File: src/rtl/polytomsg_ctrl.sv
// Kyber poly-to-message sequencer: reads 256 coefficients, decodes one bit each,
// and streams 32 packed message bytes over a valid/ready byte interface.
module polytomsg_ctrl #(
  parameter int KYBER_N = 256,
  parameter int KYBER_Q = 3329,
  parameter int i_Width = 12,
  parameter int o_Width = 16
) (
  input  logic               clk,
  input  logic               rst,
  input  logic               iStart,
  output logic               oBusy,
  output logic               oDone,
  output logic               oPolyRdEn,
  output logic [7:0]         oPolyAddr,
  input  logic [i_Width-1:0] iPolyCoeff,
  output logic [7:0]         oMsgByte,
  output logic [4:0]         oMsgIdx,
  output logic               oMsgValid,
  input  logic               iMsgReady
);

  localparam logic [o_Width-1:0] HALF_Q    = o_Width'(KYBER_Q / 2);
  localparam logic [o_Width-1:0] Q_W       = o_Width'(KYBER_Q);
  localparam logic [o_Width-1:0] TWO_Q     = o_Width'(2 * KYBER_Q);
  localparam logic [4:0]         LAST_BYTE = 5'(KYBER_N / 8 - 1);

  typedef enum logic [2:0] {IDLE, FETCH, LAST, PUSH, DONE} state_t;

  state_t             state;
  state_t             next_state;
  logic [2:0]         bit_cnt;
  logic [4:0]         byte_cnt;
  logic [7:0]         shreg;
  logic [o_Width-1:0] t_val;
  logic               coeff_bit;
  logic               capture;
  logic               push_load;
  logic               last_byte;

  // Max t is below 3Q, so bit = floor(t/Q) & 1 reduces to a window compare.
  assign t_val     = (o_Width'(iPolyCoeff) << 1) + HALF_Q;
  assign coeff_bit = (t_val >= Q_W) && (t_val < TWO_Q);
  assign last_byte = (byte_cnt == LAST_BYTE);
  assign oPolyAddr = {byte_cnt, bit_cnt};

  always_ff @(posedge clk) begin
    if (rst) begin
      state <= IDLE;
    end else begin
      state <= next_state;
    end
  end

  always_comb begin
    next_state = state;
    oBusy      = (state != IDLE);
    oDone      = 1'b0;
    oPolyRdEn  = 1'b0;
    capture    = 1'b0;
    push_load  = 1'b0;
    case (state)
      IDLE: begin
        if (iStart) next_state = FETCH;
      end
      FETCH: begin
        oPolyRdEn = 1'b1;
        capture   = (bit_cnt != 3'd0);
        if (bit_cnt == 3'd7) next_state = LAST;
      end
      LAST: begin
        capture    = 1'b1;
        next_state = PUSH;
      end
      PUSH: begin
        if (!oMsgValid || iMsgReady) begin
          push_load  = 1'b1;
          next_state = last_byte ? DONE : FETCH;
        end
      end
      DONE: begin
        oDone      = 1'b1;
        next_state = IDLE;
      end
      default: next_state = IDLE;
    endcase
  end

  // Read data lags the address by one cycle, so each capture belongs to the
  // previously issued address; new bits enter at bit 7 to pack LSB-first.
  always_ff @(posedge clk) begin
    if (rst) begin
      bit_cnt   <= 3'd0;
      byte_cnt  <= 5'd0;
      shreg     <= 8'd0;
      oMsgByte  <= 8'd0;
      oMsgIdx   <= 5'd0;
      oMsgValid <= 1'b0;
    end else begin
      if (state == IDLE && iStart) begin
        bit_cnt  <= 3'd0;
        byte_cnt <= 5'd0;
      end
      if (oPolyRdEn) bit_cnt <= bit_cnt + 3'd1;
      if (capture) shreg <= {coeff_bit, shreg[7:1]};
      if (push_load && !last_byte) byte_cnt <= byte_cnt + 5'd1;
      if (push_load) begin
        oMsgByte  <= shreg;
        oMsgIdx   <= byte_cnt;
        oMsgValid <= 1'b1;
      end else if (oMsgValid && iMsgReady) begin
        oMsgValid <= 1'b0;
      end
    end
  end

endmodule

File: config.mk
export PLATFORM = sky130hd
export DESIGN_NAME = polytomsg_ctrl
export DESIGN_NICKNAME = d
export VERILOG_FILES = /design/src/rtl/polytomsg_ctrl.sv
export SDC_FILE = /design/constraint.sdc
export NUM_CORES = 1
export LEC_CHECK = 0
export CORE_MARGIN = 5
export CORE_UTILIZATION = 31
export DETAILED_ROUTE_END_ITERATION = 6
export PLACE_DENSITY = 0.55
export SLEW_MARGIN = 40
export SYNTH_ARGS = -nofsm -noshare
export SYNTH_HDL_FRONTEND = slang
export SYNTH_SLANG_ARGS = --single-unit
File: constraint.sdc
create_clock -name clk -period 2.2 [get_ports clk]
set_input_delay 0.44 -clock clk [delete_from_list [all_inputs] [get_ports clk]]
set_output_delay 0.44 -clock clk [all_outputs]
set_load 0.005 [all_outputs]
==> summary.md, run 1 <==
| Metric | Value |
|---|---|
| Worst Skew | `0.003748 ns` |
| FFs w/ async S/R, synth | `0%` |
| CP Class | `reg -> out` |
| DP Area | `2049 um2` |
| Post-CTS setup buffer count | `0` |
| Mean Syn Cell Area | `8.829 um2` |
| Initial Util | `31.37%` |
| CP max stage delay | `0.56 ns` |
| Syn nets | `200` |
| Nets | `244` |
| Net Sw Frac | `20.84%` |
| TritonCTS clock tree | `done` |
| Vias per std cell | `4.635` |
| Num rows | `26` |
| Status | `finished clean` |
| Element type at the critical path end | `output pin` |
| Clock Power Share | `44.7%` |
| Synth top cells by count | `33 x dfxtp_1, 27 x nand2_1, 22 x a21oi_1` |
| Placed Cells | `285` |
| Area growth syn-to-layout | `37.90%` |
| Crit Path Max Fanout | `11` |
| 1st-pass router iterations | `4` |
| Die Span Y | `81.20 um` |
| Vias in the first global route | `1230` |
| #FFs+latches synth | `33` |
| Syn Std Cell Area | `1572 um2` |
| IO Count | `41` |
| Final instance area | `2167 um2` |
| Post-synth EDFFs | `0` |
| Total power | `1.306 mW` |
| Final Non-Filler Cells | `293` |
| Synth top area share | `42.04%` |
| Initial antenna violation count | `0` |
| Largest net degree at the start of global routing | `23` |
| Post-synth top area cell | `dfxtp_1` |
| Final-report max-slew violation count | `0` |
| Final ANT Viol Nets | `0` |
| Critical Path Start Type | `flop` |
| Sequential Power Share | `46.3%` |
| Unique masters post-synth | `42` |
| Sw Pwr | `0.2723 mW` |
| Final period util | `91.73%` |
| Relative max-transition margin | `75.46%` |
| Routed wire per std cell | `11.61 um` |
| Die ar. | `6593 um2` |
| Post-synthesis cell count | `178` |
| Yosys warning count | `0` |
| Clock Tree Root | `clkbuf_8` |
| Std-Cell Core Area | `5010 um2` |
| Arrival @ worst endpoint | `1.58 ns` |
| # diodes | `0` |
| CTS Hold Bufs | `0` |
| Count leader, synth | `dfxtp_1` |
| CTS Buf Count | `5` |
| CP cell instances | `nor3b_1, clkdlybuf4s50_1` |
| Via count | `1358` |
| Total GRT Usage | `10.97%` |
| Drt total wl | `3.403 mm` |
| Worst Path Required | `1.76 ns` |
| Most used DFF post-synth | `dfxtp_1` |
| Max_cap viols | `0` |
| Global-route wire length before repair | `5.685 mm` |
| Cell Int Power | `1.034 mW` |
| Gpl congestion | `0.6978` |
| Pleak | `0.7910 nW` |
| DP Worst Slack | `0.09295 ns` |
| Ranking of synthesized cells by area | `dfxtp_1 42%, a21oi_1 7.0%, nand2_1 6.4%` |
| Worst-path clk slew | `0.07 ns` |
| Starting DRT DRC Count | `47` |
| Worst Hold Class | `reg -> reg` |
| Worst slew pin tran | `0.3676 ns` |
| PwrDens | `602.8 nW/um2` |
| Critical path's slowest cell | `clkdlybuf4s50_1` |
| CTS resizes | `0` |
| Comb pwr share | `9.0%` |
| H-tree Lvls | `2` |
| Filler instances | `540` |
| Post-synthesis sequential area ratio | `42.04%` |
| Share of cells above drive strength 1 | `9.865%` |
| Die width | `81.20 um` |
| Hold Vio Cnt, Final | `0` |
| # DRC | `0` |
| RSZ-0062 raised after global routing | `no` |
| Worst VDD drop | `0.0003379 V` |
| Total Neg Setup Slack | `0 ns` |
| DP HPWL | `2.529 mm` |
| Maximum operating frequency | `0.4955 GHz` |
| Crit path time final | `2.018 ns` |
| I/O Buffers | `40` |
| Clock latency on the worst-skew pair | `0.28 ns` |
| Clock Tree Buf Depth | `2` |
| Clk sinks | `33` |
| Final setup viols | `0` |
| Fin worst setup slack | `0.1820 ns` |
| Congestion Overflow GR | `0` |
==> metal layers <==
layer	global-route usage [%]	vias to the layer above	routed length, um
li1	-	715	-
met1	14.18	613	1605
met2	17.08	24	1575
met3	3.104	6	162
met4	4.561	0	59
met5	0	-	0
==> cells in the final DEF, fill, tap and decap left out, drive strengths merged, types with 2 or more instances in the layout <==
master         Yosys  layout
clkdlybuf4s50      0      40
dfxtp             33      33
nand2             27      27
a21oi             24      24
nor2              17      17
mux2i              8       8
buf                6       7
clkbuf             4       7
ha                 6       6
nor3               5       5
inv                4       4
a22oi              4       4
nor3b              3       3
and3               3       3
nor2b              3       3
nand2b             3       3
o21ai              3       3
a211oi             2       2
nor4               2       2
nand3              2       2
nand4              2       2
nor4b              2       2
o211ai             2       2
nand3b             2       2
==> logic make-up after synthesis <==
logic type               share of synthesized area [%]
AND/OR/NAND/NOR                                  26.12
AO/OA/AOI/OAI                                    16.48
flip-flops                                       42.04
buffers and inverters                            4.935
multiplexers                                     5.096
adder cells (fa/ha/maj)                          4.777
XOR/XNOR                                        0.5574
==> power by group through the flow <==
stage | clock [mW] | combinational (mW) | sequential [mW]
floorplan | 0 | 0.0621 | 0.619
global placement | 0 | 0.118 | 0.618
detailed placement | 0 | 0.119 | 0.618
CTS | 0.602 | 0.119 | 0.605
global route | 0.630 | 0.129 | 0.605
finish | 0.584 | 0.118 | 0.605
==> worst max-delay path: cells and delay by family, from the launching register on <==
kind	cells	cell delay, ns
flip-flops	1	0.42
AND/OR/NAND/NOR	1	0.32
buffers and inverters	1	0.56
==> stage by stage <==
| step | utilization (%) | hold slack [ns] |
|---|---|---|
| CTS | 43.23 | 0.4554 |
| global placement | 40.91 | 0.4459 |
| detailed placement | 40.91 | 0.4458 |
| finish | 43.26 | 0.4522 |
| floorplan | - | 0.4312 |
| global route | 43.26 | 0.4822 |
==> area by class of cell <==
class                           instances  area [um2]  area share (%)
Timing Repair Buffer                   47       452.9           20.90
Tap cell                               70       87.58           4.042
Clock inverter                          1       30.03           1.386
Multi-Input combinational cell        131       833.3           38.45
Clock buffer                            7       86.33           3.984
Inverter                                4       15.01          0.6928
Sequential cell                        33       661.9           30.54
==> flip-flops by register name, indices dropped and copies added (netlist names) <==
register,count
oMsgByte,8
shreg,8
byte_cnt,5
oMsgValid,1
state,3
bit_cnt,3
oMsgIdx,5
==> worst paths after layout <==
| path | startpoint | to | slack [ns] | cells past startpoint |
|---|---|---|---|---|
| worst min-delay path | oMsgByte[5]$_SDFFE_PP0P_ | oMsgByte[5]$_SDFFE_PP0P_ | 0.45 | 2 |
| worst max register to register | byte_cnt[0]$_SDFFE_PP0P_ | byte_cnt[2]$_SDFFE_PP0P_ | 0.30 | 7 |
| worst max-delay path | state[1]$_SDFFE_PP0P_ | oPolyRdEn | 0.18 | 2 |
| worst min register to register | oMsgByte[5]$_SDFFE_PP0P_ | oMsgByte[5]$_SDFFE_PP0P_ | 0.45 | 2 |
Note: power is estimated with default switching activity, not from simulation.
==> inputs of run 2 (changes only) <==
--- a/config.mk
+++ b/config.mk
@@ -8,6 +8,7 @@
 export CORE_MARGIN = 5
 export CORE_UTILIZATION = 31
 export DETAILED_ROUTE_END_ITERATION = 6
+export HOLD_SLACK_MARGIN = 0.05
 export PLACE_DENSITY = 0.55
 export SLEW_MARGIN = 40
 export SYNTH_ARGS = -nofsm -noshare
==> results of run 2 <==
No change in the layout: final DEF, timing and power equal those of run 1.
==> inputs of run 3 (changes only) <==
--- a/config.mk
+++ b/config.mk
@@ -9,7 +9,7 @@
 export CORE_UTILIZATION = 31
 export DETAILED_ROUTE_END_ITERATION = 6
 export HOLD_SLACK_MARGIN = 0.05
-export PLACE_DENSITY = 0.55
+export PLACE_DENSITY = 0.59
 export SLEW_MARGIN = 40
 export SYNTH_ARGS = -nofsm -noshare
 export SYNTH_HDL_FRONTEND = slang
==> run 3 against run 2 <==
Clock power down 23%. Wire length rose by 1.5%. Critical path depth stayed put. Sequential cell count did not move. First-iteration DRC count up 70%. Sequential share of layout area grew 0.066 points. Maximum frequency down 0.63%. Core utilization decreased by 0.17 points.
==> summary.md, run 3 (synthesis gave the netlist of run 1 again) <==
| Metric | Value |
|---|---|
| Clock Tree Buf Depth | `2` |
| Crit path time final | `2.031 ns` |
| Crit. path cell count | `2` |
| Starting DRT DRC Count | `80` |
| Global-route wire length before repair | `6.141 mm` |
| Maximum operating frequency | `0.4924 GHz` |
| Num rows | `26` |
| Worst-path clk slew | `0.07 ns` |
| Max_cap viols | `0` |
| Share of cells above drive strength 1 | `11.06%` |
| Final hold slack | `0.4537 ns` |
| FF-to-FF path depth | `7` |
| Total power | `1.171 mW` |
| Sequential Power Share | `51.7%` |
| Total GRT Usage | `12.01%` |
| Critical path's slowest cell | `clkdlybuf4s50_1` |
| Cell Int Power | `0.8837 mW` |
| Congestion Overflow GR | `0` |
| Routed wire per std cell | `11.67 um` |
| Clock latency on the worst-skew pair | `0.29 ns` |
| Crit Path Max Fanout | `11` |
| CTS Buf Count | `5` |
| Initial antenna violation count | `0` |
| Total Neg Setup Slack | `0 ns` |
| Worst Skew | `0.003514 ns` |
| Element type at the critical path end | `output pin` |
| 1st-pass router iterations | `4` |
| Die Span Y | `81.20 um` |
| Final period util | `92.31%` |
| Initial Util | `31.37%` |
| Worst R2R Start | `byte_cnt[1]$_SDFFE_PP0P_` |
| Worst Path Required | `1.76 ns` |
| Die width | `81.20 um` |
| Clk sinks | `33` |
| Setup crit end | `oPolyRdEn` |
| IO Count | `41` |
| Reg2Reg Capture Point | `byte_cnt[2]$_SDFFE_PP0P_` |
| DP HPWL | `2.503 mm` |
| Filler instances | `522` |
| Post-CTS setup buffer count | `0` |
| Biggest regs | `oMsgByte (8), shreg (8)` |
| CP cell instances | `nor3b_1, clkdlybuf4s50_1` |
| Vias per std cell | `4.655` |
| PwrDens | `542.6 nW/um2` |
| # DRC | `0` |
| CTS resizes | `0` |
| Worst VDD drop | `0.0002903 V` |
| Status | `finished clean` |
| Crit path buffers/inverters | `1` |
| Gpl congestion | `0.7678` |
| Arrival @ worst endpoint | `1.59 ns` |
| # diodes | `0` |
| H-tree Lvls | `2` |
| Vias in the first global route | `1372` |
| Pleak | `0.7917 nW` |
| Relative max-transition margin | `75.25%` |
| Clock Tree Root | `clkbuf_8` |
| Area of the multi-input gates | `833.3 um2` |
| RSZ-0062 raised after global routing | `no` |
| Critical Path Start Type | `flop` |
| CP max stage delay | `0.57 ns` |
| I/O Buffers | `40` |
| Largest net degree at the start of global routing | `21` |
| Final ANT Viol Nets | `0` |
| Std-Cell Core Area | `5010 um2` |
| CP Class | `reg -> out` |
| Area growth syn-to-layout | `37.34%` |
| Comb pwr share | `10.0%` |
| Worst Hold Class | `reg -> reg` |
| Worst path top cell family by delay | `buffers and inverters` |
| Critical path startpoint | `state[1]$_SDFFE_PP0P_` |
| Most common cell after layout, fill and taps aside | `clkdlybuf4s50_1` |
| FF+latch area | `660.6 um2` |
| Hold Vio Cnt, Final | `0` |
| Most frequent cells in the layout | `40 x clkdlybuf4s50_1, 33 x dfxtp_1, 27 x nand2_1` |
| FF-to-FF setup slack | `0.36 ns` |
| Die ar. | `6593 um2` |
| Sw Pwr | `0.2875 mW` |
| CTS Hold Bufs | `0` |
| Via count | `1378` |
| Drt total wl | `3.454 mm` |
| Nets | `247` |
| Final setup viols | `0` |
| DP Area | `2072 um2` |
| Final-report max-slew violation count | `0` |
| Clock Power Share | `38.3%` |
| Final instance area | `2158 um2` |
| Net Sw Frac | `24.54%` |
| TritonCTS clock tree | `done` |
| Worst slew pin tran | `0.3707 ns` |
[run 3: tightest hold or removal path, stage by stage (launching register included)]
cell and delay (ns):
dfxtp_1 0.31, nand2_1 0.05, a21oi_1 0.05
[run 3: power by group through the flow]
stage / registers, mW / clock network, mW / logic, mW
CTS: 0.606 / 0.470 / 0.119
finish: 0.606 / 0.448 / 0.117
global placement: 0.619 / 0 / 0.118
floorplan: 0.619 / 0 / 0.0621
detailed placement: 0.619 / 0 / 0.118
global route: 0.606 / 0.501 / 0.130
[run 3: cell type report]
class	instances	share of cell area [%]
Tap cell	70	4.058
Inverter	4	0.6957
Timing Repair Buffer	50	22.03
Clock buffer	5	3.188
Sequential cell	33	30.61
Multi-Input combinational cell	131	38.61
Clock inverter	3	0.8116
[run 3: how the worst min path moves through the flow]
stage	end	depth (start not counted)	slack [ns]	startpoint
2_1_floorplan	oMsgByte[0]$_SDFFE_PP0P_	2	0.43	shreg[0]$_SDFFE_PP0P_
3_3_place_gp	oMsgIdx[0]$_SDFFE_PP0P_	2	0.44	oMsgIdx[0]$_SDFFE_PP0P_
3_5_place_dp	oMsgByte[6]$_SDFFE_PP0P_	2	0.45	oMsgByte[6]$_SDFFE_PP0P_
4_1_cts	oMsgByte[6]$_SDFFE_PP0P_	2	0.46	oMsgByte[6]$_SDFFE_PP0P_
5_1_grt	oMsgByte[7]$_SDFFE_PP0P_	2	0.48	oMsgByte[7]$_SDFFE_PP0P_
6_report	oMsgByte[0]$_SDFFE_PP0P_	2	0.45	oMsgByte[0]$_SDFFE_PP0P_
[run 3: routing by layer]
layer  up-vias  routed length, um  track usage [%]  part of all wire, %
li1        719                  -                -                    -
met3         7                255            4.656                  7.4
met5         -                  0                0                    0
met2        31               1498            17.82                   43
met4         0                 54            4.561                  1.6
met1       621               1646            15.67                   48
[run 3: per-stage QoR]
| stage | instances | worst slack [ns] | utilization, % |
|---|---|---|---|
| after floorplan | 178 | 0.5015 | - |
| after global placement | 288 | 0.1838 | 41.36 |
| after detailed placement | 288 | 0.1476 | 41.36 |
| after CTS | 296 | 0.1501 | 43.08 |
| after global routing | 296 | 0.05842 | 43.08 |
| final | 296 | 0.1692 | 43.08 |
